<file path="src/rtl/mips_multi_pkg.sv">
// ============================================================================
//  Module      : mips_multi_pkg
//  Description : Shared encodings for the multicycle MIPS control unit.
//  Revision    : 1.0 - initial release
// ============================================================================
`default_nettype none

package mips_multi_pkg;

    typedef logic [3:0] state_t;

    // Controller states
    localparam logic [3:0] c_ST_FETCH     = 4'd0;
    localparam logic [3:0] c_ST_DECODE    = 4'd1;
    localparam logic [3:0] c_ST_MEM_ADDR  = 4'd2;
    localparam logic [3:0] c_ST_MEM_READ  = 4'd3;
    localparam logic [3:0] c_ST_MEM_WB    = 4'd4;
    localparam logic [3:0] c_ST_MEM_WRITE = 4'd5;
    localparam logic [3:0] c_ST_R_EX      = 4'd6;
    localparam logic [3:0] c_ST_SHIFT_EX  = 4'd7;
    localparam logic [3:0] c_ST_R_WB      = 4'd8;
    localparam logic [3:0] c_ST_I_EX      = 4'd9;
    localparam logic [3:0] c_ST_I_WB      = 4'd10;
    localparam logic [3:0] c_ST_BRANCH    = 4'd11;
    localparam logic [3:0] c_ST_JUMP      = 4'd12;
    localparam logic [3:0] c_ST_JAL       = 4'd13;
    localparam logic [3:0] c_ST_JR        = 4'd14;
    localparam logic [3:0] c_ST_HALT      = 4'd15;

    // Opcodes
    localparam logic [5:0] c_OP_RTYPE = 6'h00;
    localparam logic [5:0] c_OP_J     = 6'h02;
    localparam logic [5:0] c_OP_JAL   = 6'h03;
    localparam logic [5:0] c_OP_BEQ   = 6'h04;
    localparam logic [5:0] c_OP_BNE   = 6'h05;
    localparam logic [5:0] c_OP_ADDI  = 6'h08;
    localparam logic [5:0] c_OP_SLTI  = 6'h0A;
    localparam logic [5:0] c_OP_LW    = 6'h23;
    localparam logic [5:0] c_OP_SW    = 6'h2B;

    // R-type function codes
    localparam logic [5:0] c_FN_SLL = 6'h00;
    localparam logic [5:0] c_FN_SRL = 6'h02;
    localparam logic [5:0] c_FN_JR  = 6'h08;
    localparam logic [5:0] c_FN_ADD = 6'h20;
    localparam logic [5:0] c_FN_SUB = 6'h22;
    localparam logic [5:0] c_FN_AND = 6'h24;
    localparam logic [5:0] c_FN_OR  = 6'h25;
    localparam logic [5:0] c_FN_SLT = 6'h2A;

    // ALU operations
    localparam logic [2:0] c_ALU_AND = 3'b000;
    localparam logic [2:0] c_ALU_OR  = 3'b001;
    localparam logic [2:0] c_ALU_ADD = 3'b010;
    localparam logic [2:0] c_ALU_SLL = 3'b011;
    localparam logic [2:0] c_ALU_SRL = 3'b100;
    localparam logic [2:0] c_ALU_SUB = 3'b110;
    localparam logic [2:0] c_ALU_SLT = 3'b111;

    // Datapath mux selects
    localparam logic [1:0] c_RWA_RT       = 2'd0;
    localparam logic [1:0] c_RWA_RD       = 2'd1;
    localparam logic [1:0] c_RWA_RA       = 2'd2;
    localparam logic [1:0] c_RWD_ALU      = 2'd0;
    localparam logic [1:0] c_RWD_MDR      = 2'd1;
    localparam logic [1:0] c_RWD_PC       = 2'd2;
    localparam logic       c_IOD_PC       = 1'b0;
    localparam logic       c_IOD_ALU      = 1'b1;
    localparam logic [1:0] c_SRCA_PC      = 2'd0;
    localparam logic [1:0] c_SRCA_A       = 2'd1;
    localparam logic [1:0] c_SRCA_B       = 2'd2;
    localparam logic [2:0] c_SRCB_B       = 3'd0;
    localparam logic [2:0] c_SRCB_FOUR    = 3'd1;
    localparam logic [2:0] c_SRCB_SIMM    = 3'd2;
    localparam logic [2:0] c_SRCB_SIMM_SH = 3'd3;
    localparam logic [2:0] c_SRCB_SHAMT   = 3'd4;
    localparam logic [1:0] c_PCSRC_ALU    = 2'd0;
    localparam logic [1:0] c_PCSRC_ALUREG = 2'd1;
    localparam logic [1:0] c_PCSRC_JUMP   = 2'd2;
    localparam logic [1:0] c_PCSRC_A      = 2'd3;

endpackage

`default_nettype wire

</file>
<file path="src/rtl/multi_controller_alu_decoder.sv">
// ============================================================================
//  Module      : alu_decoder
//  Description : R-type funct to ALU operation, with a funct-legal flag.
//  Revision    : 1.0 - initial release
// ============================================================================
`default_nettype none

module alu_decoder
    import mips_multi_pkg::*;
(
    input  logic [5:0] i_func,
    output logic [2:0] o_alu_ctrl,
    output logic       o_legal
);

    always_comb begin
        o_alu_ctrl = c_ALU_AND;
        o_legal    = 1'b1;
        case (i_func)
            c_FN_ADD: o_alu_ctrl = c_ALU_ADD;
            c_FN_SUB: o_alu_ctrl = c_ALU_SUB;
            c_FN_AND: o_alu_ctrl = c_ALU_AND;
            c_FN_OR:  o_alu_ctrl = c_ALU_OR;
            c_FN_SLT: o_alu_ctrl = c_ALU_SLT;
            c_FN_SLL: o_alu_ctrl = c_ALU_SLL;
            c_FN_SRL: o_alu_ctrl = c_ALU_SRL;
            c_FN_JR:  o_alu_ctrl = c_ALU_AND;
            default:  o_legal    = 1'b0;
        endcase
    end

endmodule

`default_nettype wire

</file>
<file path="src/rtl/multi_controller.sv">
// ============================================================================
//  Module      : multi_controller
//  Description : Moore control FSM for the multicycle MIPS datapath.
//  Revision    : 1.0 - initial release
// ============================================================================
`default_nettype none

module multi_controller
    import mips_multi_pkg::*;
#(
    parameter bit TRAP_ON_ILLEGAL = 1'b1
) (
    input  logic       clk,
    input  logic       rst,
    input  logic [5:0] operation,
    input  logic [5:0] func,
    input  logic       zero,
    input  logic       mem_ready,
    output logic       reg_we,
    output logic [1:0] reg_write_addr,
    output logic [1:0] reg_write_data,
    output logic       instr_reg_we,
    output logic       instr_or_data,
    output logic       pc_reg_we,
    output logic [1:0] alu_src_a,
    output logic [2:0] alu_src_b,
    output logic [1:0] pc_src,
    output logic [2:0] alu_controller,
    output logic       mem_we,
    output logic       illegal,
    output logic [3:0] state_o
);

    localparam logic [3:0] c_ST_ILLEGAL = TRAP_ON_ILLEGAL ? c_ST_HALT : c_ST_FETCH;

    logic [3:0] r_state;
    logic [3:0] w_next;
    logic [2:0] w_funct_alu;
    logic       w_funct_legal;
    logic       w_reg_we;
    logic       w_ir_we;
    logic       w_pc_we;
    logic       w_mem_we;

    alu_decoder u_alu_decoder (
        .i_func     (func),
        .o_alu_ctrl (w_funct_alu),
        .o_legal    (w_funct_legal)
    );

    always_ff @(posedge clk) begin
        if (rst) r_state <= c_ST_FETCH;
        else     r_state <= w_next;
    end

    always_comb begin
        w_next = r_state;
        case (r_state)
            c_ST_FETCH:     if (mem_ready) w_next = c_ST_DECODE;
            c_ST_DECODE: begin
                case (operation)
                    c_OP_RTYPE: begin
                        if (!w_funct_legal)                          w_next = c_ST_ILLEGAL;
                        else if (func == c_FN_JR)                    w_next = c_ST_JR;
                        else if (func == c_FN_SLL || func == c_FN_SRL) w_next = c_ST_SHIFT_EX;
                        else                                         w_next = c_ST_R_EX;
                    end
                    c_OP_LW, c_OP_SW:     w_next = c_ST_MEM_ADDR;
                    c_OP_ADDI, c_OP_SLTI: w_next = c_ST_I_EX;
                    c_OP_BEQ, c_OP_BNE:   w_next = c_ST_BRANCH;
                    c_OP_J:               w_next = c_ST_JUMP;
                    c_OP_JAL:             w_next = c_ST_JAL;
                    default:              w_next = c_ST_ILLEGAL;
                endcase
            end
            c_ST_MEM_ADDR:  w_next = (operation == c_OP_SW) ? c_ST_MEM_WRITE : c_ST_MEM_READ;
            c_ST_MEM_READ:  if (mem_ready) w_next = c_ST_MEM_WB;
            c_ST_MEM_WRITE: if (mem_ready) w_next = c_ST_FETCH;
            c_ST_R_EX,
            c_ST_SHIFT_EX:  w_next = c_ST_R_WB;
            c_ST_I_EX:      w_next = c_ST_I_WB;
            c_ST_HALT:      w_next = c_ST_HALT;
            default:        w_next = c_ST_FETCH;
        endcase
    end

    always_comb begin
        w_reg_we       = 1'b0;
        w_ir_we        = 1'b0;
        w_pc_we        = 1'b0;
        w_mem_we       = 1'b0;
        reg_write_addr = c_RWA_RT;
        reg_write_data = c_RWD_ALU;
        instr_or_data  = c_IOD_PC;
        alu_src_a      = c_SRCA_PC;
        alu_src_b      = c_SRCB_B;
        pc_src         = c_PCSRC_ALU;
        alu_controller = c_ALU_AND;
        case (r_state)
            c_ST_FETCH: begin
                w_ir_we        = 1'b1;
                w_pc_we        = mem_ready;
                alu_src_b      = c_SRCB_FOUR;
                alu_controller = c_ALU_ADD;
            end
            c_ST_DECODE: begin
                alu_src_b      = c_SRCB_SIMM_SH;
                alu_controller = c_ALU_ADD;
            end
            c_ST_MEM_ADDR: begin
                alu_src_a      = c_SRCA_A;
                alu_src_b      = c_SRCB_SIMM;
                alu_controller = c_ALU_ADD;
            end
            c_ST_MEM_READ:  instr_or_data = c_IOD_ALU;
            c_ST_MEM_WB: begin
                w_reg_we       = 1'b1;
                reg_write_data = c_RWD_MDR;
            end
            c_ST_MEM_WRITE: begin
                instr_or_data = c_IOD_ALU;
                w_mem_we      = 1'b1;
            end
            c_ST_R_EX: begin
                alu_src_a      = c_SRCA_A;
                alu_controller = w_funct_alu;
            end
            c_ST_SHIFT_EX: begin
                alu_src_a      = c_SRCA_B;
                alu_src_b      = c_SRCB_SHAMT;
                alu_controller = w_funct_alu;
            end
            c_ST_R_WB: begin
                w_reg_we       = 1'b1;
                reg_write_addr = c_RWA_RD;
            end
            c_ST_I_EX: begin
                alu_src_a      = c_SRCA_A;
                alu_src_b      = c_SRCB_SIMM;
                alu_controller = (operation == c_OP_SLTI) ? c_ALU_SLT : c_ALU_ADD;
            end
            c_ST_I_WB:      w_reg_we = 1'b1;
            c_ST_BRANCH: begin
                alu_src_a      = c_SRCA_A;
                alu_controller = c_ALU_SUB;
                pc_src         = c_PCSRC_ALUREG;
                w_pc_we        = (operation == c_OP_BNE) ? !zero : zero;
            end
            c_ST_JUMP: begin
                pc_src  = c_PCSRC_JUMP;
                w_pc_we = 1'b1;
            end
            // pc still holds pc+4 here, so it is the link value written to $31
            c_ST_JAL: begin
                pc_src         = c_PCSRC_JUMP;
                w_pc_we        = 1'b1;
                w_reg_we       = 1'b1;
                reg_write_addr = c_RWA_RA;
                reg_write_data = c_RWD_PC;
            end
            c_ST_JR: begin
                pc_src  = c_PCSRC_A;
                w_pc_we = 1'b1;
            end
            default: ;
        endcase
    end

    assign reg_we       = w_reg_we & ~rst;
    assign instr_reg_we = w_ir_we  & ~rst;
    assign pc_reg_we    = w_pc_we  & ~rst;
    assign mem_we       = w_mem_we & ~rst;
    assign illegal      = (r_state == c_ST_HALT);
    assign state_o      = r_state;

endmodule

`default_nettype wire

</file>
<file path="config.mk">
export PLATFORM = sky130hd
export DESIGN_NAME = multi_controller
export DESIGN_NICKNAME = d
export VERILOG_FILES = /design/src/rtl/mips_multi_pkg.sv /design/src/rtl/multi_controller_alu_decoder.sv /design/src/rtl/multi_controller.sv
export SDC_FILE = /design/constraint.sdc
export NUM_CORES = 1
export LEC_CHECK = 0
export CORE_UTILIZATION = 44
export DETAILED_ROUTE_END_ITERATION = 8
export PLACE_DENSITY_LB_ADDON = 0.3
export SYNTH_ARGS = -nofsm -noshare
export SYNTH_HDL_FRONTEND = slang
export SYNTH_SLANG_ARGS = --single-unit
</file>
<file path="constraint.sdc">
create_clock -name clk -period 3.5 [get_ports clk]
set_input_delay 0.7 -clock clk [delete_from_list [all_inputs] [get_ports clk]]
set_output_delay 0.7 -clock clk [all_outputs]
set_load 0.005 [all_outputs]
</file>
==> impl_metrics.tcl <==
set metrics [dict create \
    fin_total_pwr_uw 370 \
    yosys.area.top_type "nand2b_1" \
    grt_pass1_vias 1078 \
    place_congestion 0.930 \
    p_int_uw 219 \
    yosysTopAreaCellShare 0.0969 \
    placed_cells 197 \
    p_seq_frac 0.217 \
    grt_pass1_wl_um 4630 \
    final_area_sq_um 1320 \
    synth-seq-cells 4 \
    p_per_area_nw_per_um2 281 \
    antenna_found_initial 0 \
    yosysWarningCount 0 \
    hold_viol 0 \
    io_buffer_count 39 \
    drt-initial-drc-count 87 \
    ys_types 42 \
    place_area_sq_um 1280 \
    detail-route-antenna-nets 0 \
    fillCellCount 150 \
    clkSinkCount 4 \
    die_h_um 45.7 \
    grt_max_degree 21 \
    largest_register_ff_count 4 \
    start_util 0.476 \
    ioPinCount 40 \
    cts_buffer_depth 2 \
    synth-edff-count 0 \
    slew_headroom 0.572 \
    crit_start "operation[2]" \
    hold-worst-slack_ns 0.812 \
    synthTopCellsByArea "nand2b_1 9.7%, dfxtp_1 9.5%, nor2_1 6.7%, a21oi_1 6.0%, o21ai_0 5.4%" \
    syn_inst 134 \
    dr.pass1.iters 4 \
    setup_tns_ns 0 \
    switchingPower_uw 151 \
    async_reset_ff_frac 0 \
    fmax_mhz 292 \
    outcome "completed" \
    worst_setup_path_end_kind "output pin" \
    fin_cells 200 \
    htreeDepth 1 \
    cts-root-buf "clkbuf_4" \
    swShare 0.408 \
    reg2regPathDepth 4 \
    rr_startpoint "state_o[0]$_SDFFE_PP0P_" \
    timing.final.crit_share 0.979 \
    slew_violations 0 \
    tightest_slew_ns 0.641 \
    worst-setup-path-type "in2out" \
    worst-path-max-fanout 3 \
    std_cell_rows 15 \
    core_area_sq_um 1760 \
    die_x_um 45.7 \
    ys.flop_type "dfxtp_1" \
    cp.required_ns 2.80 \
    vdd_drop_max_uv 186 \
    netlist_area_sq_um 840 \
    syn_avg_cell_area_sq_um 6.27 \
    cts_tree "done" \
    clkTransAtPathRegs_ns 0.04 \
    drive_gt1_frac 0.0971 \
    worstPathArrival_ns 2.73 \
    clock_power_share 0.158 \
    hold_class "reg2reg" \
    dieArea_sq_um 2090 \
    syn_nets 150 \
    multi_input_comb_area_sq_um 698 \
    vias_per_cell 6.14 \
    seq_area_frac_synth 0.0954 \
    rsz0062_at_grt "no" \
    seqCellArea_sq_um 80.1 \
    reg2reg_to "state_o[3]$_SDFFE_PP0P_" \
    critPathLaunchType "input pin" \
    worstHoldStart "state_o[0]$_SDFFE_PP0P_" \
    diodes 0 \
    wl_um 2930 \
    vias 1228 \
    final.setup_skew_ns 0.000212 \
    power_frac_comb 0.625 \
    wl_per_cell_um 14.6 \
    grt_usage 0.305 \
    dpl.hpwl_um 2190 \
    cts-buffers-inserted 3 \
    syn2layout_area_growth_pct 56.6 \
    finalSetupViolCount 0 \
    clkLatencyLatePin_ns 0.24 \
    cap_violations 0 \
    p_leak_uw 0.000469 \
    finalCriticalPeriod_ns 3.43 \
    grt_overflow 0 \
    drc 0 \
    fin_nets 193 \
    cts_hold_buf 0 \
    ff2ff_setup_slack_ns 1.77 \
    timing.critical_path.to "alu_controller[2]" \
]
[synthesized netlist by cell type, types with 3 or more instances]
cell	number
nand2b_1	13
dfxtp_1	4
nand2_1	9
o21ai_0	9
buf_2	7
nor3_1	7
nand3_1	5
inv_1	4
a31oi_1	3
a21oi_1	10
nor2_1	15
a22oi_1	3
nor4_1	3
[worst min-delay path by stage]
stage / to / slack [ns] / cells past startpoint
after floorplan: state_o[3]$_SDFFE_PP0P_ / 0.69 / 4
after global placement: state_o[1]$_SDFFE_PP0P_ / 0.80 / 2
after detailed placement: state_o[1]$_SDFFE_PP0P_ / 0.79 / 2
after CTS: state_o[1]$_SDFFE_PP0P_ / 0.80 / 2
after global routing: state_o[2]$_SDFFE_PP0P_ / 0.89 / 2
final: state_o[1]$_SDFFE_PP0P_ / 0.81 / 2
[stage by stage]
step / util / setup WS, ns
after floorplan: - / 1.09
after detailed placement: 0.727 / 0.0686
after global placement: 0.727 / 0.152
after CTS: 0.740 / 0.0640
after global routing: 0.745 / 0.00331
final: 0.745 / 0.0722
[layout by cell type, fill, tap and decap left out, drive strengths merged, types with 3 or more instances in the layout]
cell	Yosys	routed
clkdlybuf4s50	0	38
nor2	15	15
nand2b	13	13
o21ai	11	11
a21oi	10	10
buf	10	10
nand2	9	9
nor3	7	7
nand3	5	5
inv	4	4
dfxtp	4	4
nor4	3	3
a31oi	3	3
a22oi	3	3
clkbuf	1	3
or4	3	3
[layout make-up]
| type | count | share of cell area |
|---|---|---|
| repair buffers | 49 | 0.356 |
| clock buffers | 3 | 0.0171 |
| inverters | 4 | 0.0114 |
| multi-input cells | 115 | 0.531 |
| well taps | 25 | 0.0238 |
| flip-flops and latches | 4 | 0.0609 |
[per-layer routing]
layer	global-route usage	vias up	wire (um)
met5	0	-	0
met4	0.145	0	59
met3	0.0278	8	265
met2	0.483	82	1360
met1	0.413	557	1240
li1	-	581	-
[timing repair]
action	4_1_cts	5_1_grt
endpoints found under the hold margin	0	0
gates resized for setup	0	2
setup buffers	0	0
setup endpoints to repair	0	1
[power groups by stage]
stage | Clock, uW | Combinational, uW | Sequential [uW]
2_1_floorplan | 0 | 132 | 59.9
3_3_place_gp | 0 | 221 | 79.1
3_5_place_dp | 0 | 226 | 79.7
4_1_cts | 58.6 | 227 | 79.1
5_1_grt | 60.1 | 251 | 82.2
6_report | 58.3 | 231 | 80.2
[cell families after synthesis]
group,after synthesis,synth area share
AOI/OAI and AO/OA,41,0.314
muxes,2,0.0238
and+or+nand+nor,71,0.474
DFF,4,0.0954
xor gates and xnor gates,1,0.0104
buffers and inverters,15,0.0820
[worst max-delay path, stage by stage]
cell,delay (ns)
clkdlybuf4s50_1,0.44
or4_1,0.51
nor4_1,0.25
nand3_1,0.16
nand3b_1,0.15
clkdlybuf4s50_1,0.51
(Power assumes the default switching activity.)
